File: src/rtl/trap_pkg.sv
// trap_pkg: shared constants and types for the trap sequencer.
//   - CSR addresses written by the sequencer
//   - Ecode used for interrupts
//   - ESTAT field offsets and EENTRY alignment
//   - FSM state and event-kind enumerations
package trap_pkg;

    localparam logic [13:0] CSR_CRMD  = 14'h0;
    localparam logic [13:0] CSR_PRMD  = 14'h1;
    localparam logic [13:0] CSR_ESTAT = 14'h5;
    localparam logic [13:0] CSR_ERA   = 14'h6;
    localparam logic [13:0] CSR_BADV  = 14'h7;

    localparam logic [5:0] ECODE_INT = 6'h0;

    localparam int ESTAT_ECODE_LSB = 16;
    localparam int ESTAT_ESUB_LSB  = 22;
    localparam int EENTRY_ALIGN    = 6;

    typedef enum logic [2:0] {
        IDLE,
        W_ESTAT,
        W_ERA,
        W_BADV,
        W_PRMD,
        W_CRMD,
        E_CRMD,
        REDIRECT
    } state_e;

    // What started the current sequence; ERTN shares the REDIRECT state
    // with traps, so the kind selects the redirect target.
    typedef enum logic [1:0] {
        EV_EXC,
        EV_INT,
        EV_ERTN
    } ev_kind_e;

endpackage

File: src/rtl/trap_arbiter.sv
// trap_arbiter: combinational priority select over the stage exception
// sources and the maskable interrupt.
//   src_*        packed per-source exception fields (source i in slice i)
//   int_pending  level interrupt lines, gated by ecfg_lie and crmd_ie
//   int_pc       PC recorded for an interrupt
//   valid/kind/ecode/esubcode/pc/badv/badv_vld  winning event
module trap_arbiter
    import trap_pkg::*;
#(
    parameter int NSRC = 5,
    parameter int NINT = 13,
    parameter int XLEN = 32
) (
    input  logic [NSRC-1:0]      src_ex,
    input  logic [NSRC*6-1:0]    src_ecode,
    input  logic [NSRC*9-1:0]    src_esubcode,
    input  logic [NSRC-1:0]      src_badv_vld,
    input  logic [NSRC*XLEN-1:0] src_badv,
    input  logic [NSRC*XLEN-1:0] src_pc,
    input  logic [NINT-1:0]      int_pending,
    input  logic [NINT-1:0]      ecfg_lie,
    input  logic                 crmd_ie,
    input  logic [XLEN-1:0]      int_pc,
    output logic                 valid,
    output ev_kind_e             kind,
    output logic [5:0]           ecode,
    output logic [8:0]           esubcode,
    output logic [XLEN-1:0]      pc,
    output logic [XLEN-1:0]      badv,
    output logic                 badv_vld
);

    logic int_req;
    assign int_req = crmd_ie & |(int_pending & ecfg_lie);

    // Interrupt is the lowest priority; sources are scanned upward so the
    // highest asserted index (oldest stage) overwrites everything below.
    always_comb begin
        valid    = 1'b0;
        kind     = EV_EXC;
        ecode    = '0;
        esubcode = '0;
        pc       = '0;
        badv     = '0;
        badv_vld = 1'b0;
        if (int_req) begin
            valid = 1'b1;
            kind  = EV_INT;
            ecode = ECODE_INT;
            pc    = int_pc;
        end
        for (int i = 0; i < NSRC; i++) begin
            if (src_ex[i]) begin
                valid    = 1'b1;
                kind     = EV_EXC;
                ecode    = src_ecode[6*i +: 6];
                esubcode = src_esubcode[9*i +: 9];
                pc       = src_pc[XLEN*i +: XLEN];
                badv     = src_badv[XLEN*i +: XLEN];
                badv_vld = src_badv_vld[i];
            end
        end
    end

endmodule

File: src/rtl/trap_sequencer.sv
// trap_sequencer: exception/interrupt/ERTN sequencer. Arbitrates stage
// exceptions and interrupts, commits ESTAT/ERA/BADV/PRMD/CRMD through a
// single serial CSR write port, flushes the pipeline and redirects fetch.
// ERTN restores CRMD from PRMD and redirects to ERA.
//   src_*, int_*, ertn_req        event inputs (sampled only when idle)
//   *_rdata, ecfg_lie             live CSR values
//   csr_we/waddr/wdata/wmask      serial CSR write port
//   flush, redirect_valid/pc      pipeline control pulses
//   busy, trap_taken, ertn_done   status
module trap_sequencer
    import trap_pkg::*;
#(
    parameter int NSRC = 5,
    parameter int NINT = 13,
    parameter int XLEN = 32
) (
    input  logic                 clk,
    input  logic                 reset,
    input  logic [NSRC-1:0]      src_ex,
    input  logic [NSRC*6-1:0]    src_ecode,
    input  logic [NSRC*9-1:0]    src_esubcode,
    input  logic [NSRC-1:0]      src_badv_vld,
    input  logic [NSRC*XLEN-1:0] src_badv,
    input  logic [NSRC*XLEN-1:0] src_pc,
    input  logic [NINT-1:0]      int_pending,
    input  logic [XLEN-1:0]      int_pc,
    input  logic                 ertn_req,
    input  logic [XLEN-1:0]      crmd_rdata,
    input  logic [XLEN-1:0]      prmd_rdata,
    input  logic [XLEN-1:0]      era_rdata,
    input  logic [XLEN-1:0]      eentry_rdata,
    input  logic [NINT-1:0]      ecfg_lie,
    output logic                 csr_we,
    output logic [13:0]          csr_waddr,
    output logic [XLEN-1:0]      csr_wdata,
    output logic [XLEN-1:0]      csr_wmask,
    output logic                 flush,
    output logic                 redirect_valid,
    output logic [XLEN-1:0]      redirect_pc,
    output logic                 busy,
    output logic                 trap_taken,
    output logic                 ertn_done
);

    // The CSR port is architecturally 32 bits wide; upper bits stay zero
    // on XLEN=64 builds.
    localparam logic [XLEN-1:0] LO32       = XLEN'({32{1'b1}});
    localparam logic [XLEN-1:0] ESTAT_MASK = XLEN'(32'h7FFF_0000);
    localparam logic [XLEN-1:0] PLVIE_MASK = XLEN'(32'h7);

    state_e state, state_nxt;

    logic            arb_valid;
    ev_kind_e        arb_kind;
    logic [5:0]      arb_ecode;
    logic [8:0]      arb_esub;
    logic [XLEN-1:0] arb_pc, arb_badv;
    logic            arb_badv_vld;

    ev_kind_e        lat_kind;
    logic [5:0]      lat_ecode;
    logic [8:0]      lat_esub;
    logic [XLEN-1:0] lat_pc, lat_badv;
    logic            lat_badv_vld;

    // Only PLV/IE of CRMD/PRMD and the aligned part of EENTRY are consumed.
    logic unused_bits;
    assign unused_bits = &{1'b0, crmd_rdata[XLEN-1:3], prmd_rdata[XLEN-1:3],
                           eentry_rdata[EENTRY_ALIGN-1:0]};

    trap_arbiter #(.NSRC(NSRC), .NINT(NINT), .XLEN(XLEN)) u_arb (
        .src_ex       (src_ex),
        .src_ecode    (src_ecode),
        .src_esubcode (src_esubcode),
        .src_badv_vld (src_badv_vld),
        .src_badv     (src_badv),
        .src_pc       (src_pc),
        .int_pending  (int_pending),
        .ecfg_lie     (ecfg_lie),
        .crmd_ie      (crmd_rdata[2]),
        .int_pc       (int_pc),
        .valid        (arb_valid),
        .kind         (arb_kind),
        .ecode        (arb_ecode),
        .esubcode     (arb_esub),
        .pc           (arb_pc),
        .badv         (arb_badv),
        .badv_vld     (arb_badv_vld)
    );

    always_ff @(posedge clk) begin
        if (reset) state <= IDLE;
        else       state <= state_nxt;
    end

    // Event fields are captured only in IDLE; anything arriving while busy
    // is dropped rather than queued.
    always_ff @(posedge clk) begin
        if (reset) begin
            lat_kind     <= EV_EXC;
            lat_ecode    <= '0;
            lat_esub     <= '0;
            lat_pc       <= '0;
            lat_badv     <= '0;
            lat_badv_vld <= 1'b0;
        end else if (state == IDLE) begin
            if (arb_valid) begin
                lat_kind     <= arb_kind;
                lat_ecode    <= arb_ecode;
                lat_esub     <= arb_esub;
                lat_pc       <= arb_pc;
                lat_badv     <= arb_badv;
                lat_badv_vld <= arb_badv_vld;
            end else if (ertn_req) begin
                lat_kind <= EV_ERTN;
            end
        end
    end

    always_comb begin
        state_nxt = state;
        unique case (state)
            IDLE: begin
                if (arb_valid)     state_nxt = W_ESTAT;
                else if (ertn_req) state_nxt = E_CRMD;
            end
            W_ESTAT:  state_nxt = W_ERA;
            W_ERA:    state_nxt = lat_badv_vld ? W_BADV : W_PRMD;
            W_BADV:   state_nxt = W_PRMD;
            W_PRMD:   state_nxt = W_CRMD;
            W_CRMD:   state_nxt = REDIRECT;
            E_CRMD:   state_nxt = REDIRECT;
            REDIRECT: state_nxt = IDLE;
            default:  state_nxt = IDLE;
        endcase
    end

    always_comb begin
        csr_we         = 1'b0;
        csr_waddr      = '0;
        csr_wdata      = '0;
        csr_wmask      = '0;
        flush          = 1'b0;
        redirect_valid = 1'b0;
        redirect_pc    = '0;
        trap_taken     = 1'b0;
        ertn_done      = 1'b0;
        busy           = (state != IDLE);
        unique case (state)
            W_ESTAT: begin
                flush     = 1'b1;
                csr_we    = 1'b1;
                csr_waddr = CSR_ESTAT;
                csr_wdata = (XLEN'(lat_esub) << ESTAT_ESUB_LSB)
                          | (XLEN'(lat_ecode) << ESTAT_ECODE_LSB);
                csr_wmask = ESTAT_MASK;
            end
            W_ERA: begin
                csr_we    = 1'b1;
                csr_waddr = CSR_ERA;
                csr_wdata = lat_pc & LO32;
                csr_wmask = LO32;
            end
            W_BADV: begin
                csr_we    = 1'b1;
                csr_waddr = CSR_BADV;
                csr_wdata = lat_badv & LO32;
                csr_wmask = LO32;
            end
            W_PRMD: begin
                // Saves the pre-trap PLV/IE; CRMD is cleared only next cycle.
                csr_we    = 1'b1;
                csr_waddr = CSR_PRMD;
                csr_wdata = XLEN'(crmd_rdata[2:0]);
                csr_wmask = PLVIE_MASK;
            end
            W_CRMD: begin
                csr_we    = 1'b1;
                csr_waddr = CSR_CRMD;
                csr_wmask = PLVIE_MASK;
            end
            E_CRMD: begin
                flush     = 1'b1;
                csr_we    = 1'b1;
                csr_waddr = CSR_CRMD;
                csr_wdata = XLEN'(prmd_rdata[2:0]);
                csr_wmask = PLVIE_MASK;
            end
            REDIRECT: begin
                redirect_valid = 1'b1;
                if (lat_kind == EV_ERTN) begin
                    redirect_pc = era_rdata;
                    ertn_done   = 1'b1;
                end else begin
                    redirect_pc = {eentry_rdata[XLEN-1:EENTRY_ALIGN],
                                   EENTRY_ALIGN'(0)};
                    trap_taken  = 1'b1;
                end
            end
            default: ;
        endcase
    end

endmodule

File: config.mk
export PLATFORM = sky130hd
export DESIGN_NAME = trap_sequencer
export DESIGN_NICKNAME = d
export VERILOG_FILES = /design/src/rtl/trap_pkg.sv /design/src/rtl/trap_arbiter.sv /design/src/rtl/trap_sequencer.sv
export SDC_FILE = /design/constraint.sdc
export NUM_CORES = 1
export LEC_CHECK = 0
export CORE_AREA = 3 3 277 279
export CTS_BUF_LIST = sky130_fd_sc_hd__clkbuf_4 sky130_fd_sc_hd__clkbuf_8
export CTS_CLUSTER_SIZE = 12
export DETAILED_ROUTE_END_ITERATION = 16
export DIE_AREA = 0 0 280 282
export HOLD_SLACK_MARGIN = 0.1
export PLACE_DENSITY = 0.33
export RECOVER_POWER = 50
export SLEW_MARGIN = 20
export SYNTH_ARGS = -nofsm -noshare
export SYNTH_HDL_FRONTEND = slang
export SYNTH_SLANG_ARGS = --single-unit
export TNS_END_PERCENT = 50
File: constraint.sdc
create_clock -name clk -period 1.9 [get_ports clk]
set_input_delay 0.19 -clock clk [delete_from_list [all_inputs] [get_ports clk]]
set_output_delay 0.19 -clock clk [all_outputs]
set_load 0.01 [all_outputs]
==> results of run 1 <==
-- worst paths after layout --
check        cells past startpoint         from  slack [ns]           to
min reg2reg                      2  lat_esub[6]        0.48  lat_esub[6]
min                              2        reset        0.30  lat_kind[0]
max reg2reg                     10     state[0]       -0.09    lat_pc[7]
max                             10     state[0]       -0.09    lat_pc[7]
-- cells by family after synthesis --
logic type | after synthesis | synth area share
flops | 85 | 0.208
compound gates | 498 | 0.441
buf+inv | 189 | 0.115
mux | 36 | 0.0466
other cells | 1 | 0.000459
simple gates | 288 | 0.189
-- layout by cell type, fill, tap and decap left out, types with 44 or more instances in the layout --
cell / count
clkdlybuf4s50_1: 516
buf_4: 86
a21oi_1: 118
buf_6: 70
a221oi_1: 80
dfxtp_1: 82
buf_2: 44
nor2b_1: 80
buf_12: 45
o31ai_1: 72
-- stage by stage --
stage | cell area [µm²] | hold slack (ns) | utilization
2_1_floorplan | 8210 | 0.378 | -
3_3_place_gp | 16300 | 0.447 | 0.219
3_5_place_dp | 16300 | 0.454 | 0.219
4_1_cts | 17000 | 0.206 | 0.229
5_1_grt | 18500 | 0.266 | 0.248
6_report | 18500 | 0.299 | 0.248
-- sequential cells by signal, summed over array words and instances, names as in the netlist --
signal / flops
lat_badv: 32
lat_pc: 32
lat_esub: 9
lat_ecode: 6
state: 3
lat_kind: 2
lat_badv_vld: 1
-- repair_timing --
item / in CTS / in global routing
gates cloned: 1 / 22
resized for setup: 521 / 205
pin swaps: 79 / 112
endpoints found under the setup margin: 186 / 180
setup buffers: 30 / 22
-- cell type report --
cell class                 instances  area (µm²)  share of cell area
timing repair buffer             824        8650               0.468
multi-input combinational        833        6680               0.361
sequential                        85        1710              0.0926
tap                              969        1210              0.0655
clock buffer                      11         151             0.00819
clock inverter                     5        40.0             0.00216
inverter                           8        37.5             0.00203
antenna                            5        12.5            0.000676
-- worst reg2reg max path, stage by stage (launching register included) --
cell and delay (ns):
dfxtp_4 0.39, buf_12 0.16, nor3_4 0.23, buf_6 0.13, buf_6 0.10, o211a_4 0.21
buf_12 0.20, buf_12 0.18, buf_4 0.11, nor3_1 0.04, a211oi_1 0.17
-- power by group --
part / internal [µW] / leakage (µW) / switching [µW] / total (µW)
clock network: 563 / 0.000101 / 841 / 1400
logic: 4410 / 0.00588 / 3780 / 8190
registers: 2170 / 0.000707 / 368 / 2540
total: 7150 / 0.00669 / 4990 / 12100
-- routing by layer --
layer  vias to the layer above  part of all wire  track usage
li1                       5583                 -            -
met1                      5680              0.42        0.173
met2                       350              0.51        0.263
met3                        48             0.058       0.0401
met4                        18             0.012       0.0293
met5                         -            0.0018            0
==> metrics.md, run 1 <==
| Metric | Value |
|---|---|
| Status | complete, but fails checks |
| Failing checks | setup timing |
| Cells after DPL | 2,652 |
| Largest net degree at the start of global routing | 58 |
| Post-route ant nets | 0 |
| Clk sink count | 85 |
| PwrDens | 656 nW/µm² |
| Die H | 282 µm |
| Overall routing resource usage | 0.146 |
| Data required time of the worst path | 2.23 ns |
| Critical path class | register to register |
| Final Cycle Share | 1.05 |
| Avg Cell Area, Syn | 7.44 µm² |
| Number of port buffers | 634 |
| Hold Buf Count CTS | 0 |
| Detailed Routing Iterations Pass 1 | 4 |
| Die area | 79,000 µm² |
| Die width | 280 µm |
| Number of enable flip-flop cells after synthesis | 0 |
| # IOs | 710 |
| Reg clk slew, reported paths | 0.11 ns |
| Crit-path cells | buf_12, nor3_4, buf_6, buf_6, o211a_4, buf_12, buf_12, buf_4, nor3_1, a211oi_1 |
| Maximum Capacitance Violations | 0 |
| # H-tree levels | 3 |
| Critical Path End Type | register |
| Worst path max stage delay | 0.39 ns |
| Gpl congestion | 0.771 |
| Final setup TNS | -3.34 ns |
| Routed wire length per instance | 24.2 µm |
| HPWL Detailed | 50.1 mm |
| Post-synthesis sequential area ratio | 0.208 |
| Final Critical Period | 1.99 ns |
| Cell variety after synth | 46 |
| Post-synth top cells | a21oi_1, clkbuf_1, dfxtp_1 |
| Yosys top cell area share | 0.208 |
| Cells after Synth | 1,097 |
| Dominant cell by count in the synthesized netlist | a21oi_1 |
| Layout cells sized above 1 | 0.281 |
| Inserted Clock Buffers | 9 |
| Worst min path class | primary input to register |
| RSZ-0062 raised after global routing | yes |
| Nets | 2,355 |
| DP Worst Slack | -0.791 ns |
| Worst EP arrival | 2.32 ns |
| Vias in the first global route | 12,200 |
| Core footprint | 74,400 µm² |
| Fin cells | 2,740 |
| Total grt overflow | 0 |
| Setup ws final | -0.0873 ns |
| Clock tree from TritonCTS | done |
| Critical path's top delay family | buffers and inverters |
| Total Wirelength | 66.2 mm |
| Largest area contributor in the netlist | dfxtp_1 |
| Max-slew violations | 0 |
| Clk_lat worst skew | 0.41 ns |
| Worst-margin pin slew | 0.682 ns |
| DRT iter0 DRCs | 382 |
| Largest cells by area after synthesis | dfxtp_1, a21oi_1, a221oi_1, o31ai_1, nor2b_1 |
| Slew margin rel. | 0.545 |
| Root buffer cell | clkbuf_8 |
| Fill cells | 8,033 |
| CP Max Fanout | 8 |
| Synth Cell Area | 8170 µm² |
| Main synth FF type | dfxtp_1 |
| Buf+Inv Stages, Crit Path | 6 |
| Fin. Hold Viols | 0 |
| Crit-path slowest cell | dfxtp_4 |
| Site Rows | 100 |
| Post-route DRC violation count | 0 |
| Skew final | 0.0164 ns |
| Cell mode on critical path | buf_12 |
| Flops & latches, synth | 85 |
| Crit start category | register |
| Max IR drop VDD | 0.385 mV |
| Vias per inst | 4.26 |
| First-pass GRT wire length | 84.6 mm |
| Maximum clock frequency | 0.503 GHz |
| Asr flop ratio synth | 0 |
| Warnings, synthesis | 0 |
| Clock Path Buffers | 2 |
| Number of antenna violations at the first check in global routing | 18 |
| Area grow syn2layout | 126% |
| Initial core utilization | 0.110 |
| Pwr Total | 12,100 µW |
| Final Setup Violations | 85 |
| Via count | 11,700 |
| Pleak | 0.00669 µW |
(Power assumes the default switching activity.)
==> run 2, diff against run 1 <==
Settings changed: CTS_CLUSTER_DIAMETER from default to 50.
==> results of run 2 <==
The final DEF is identical to that of run 1; final timing and power are the same.
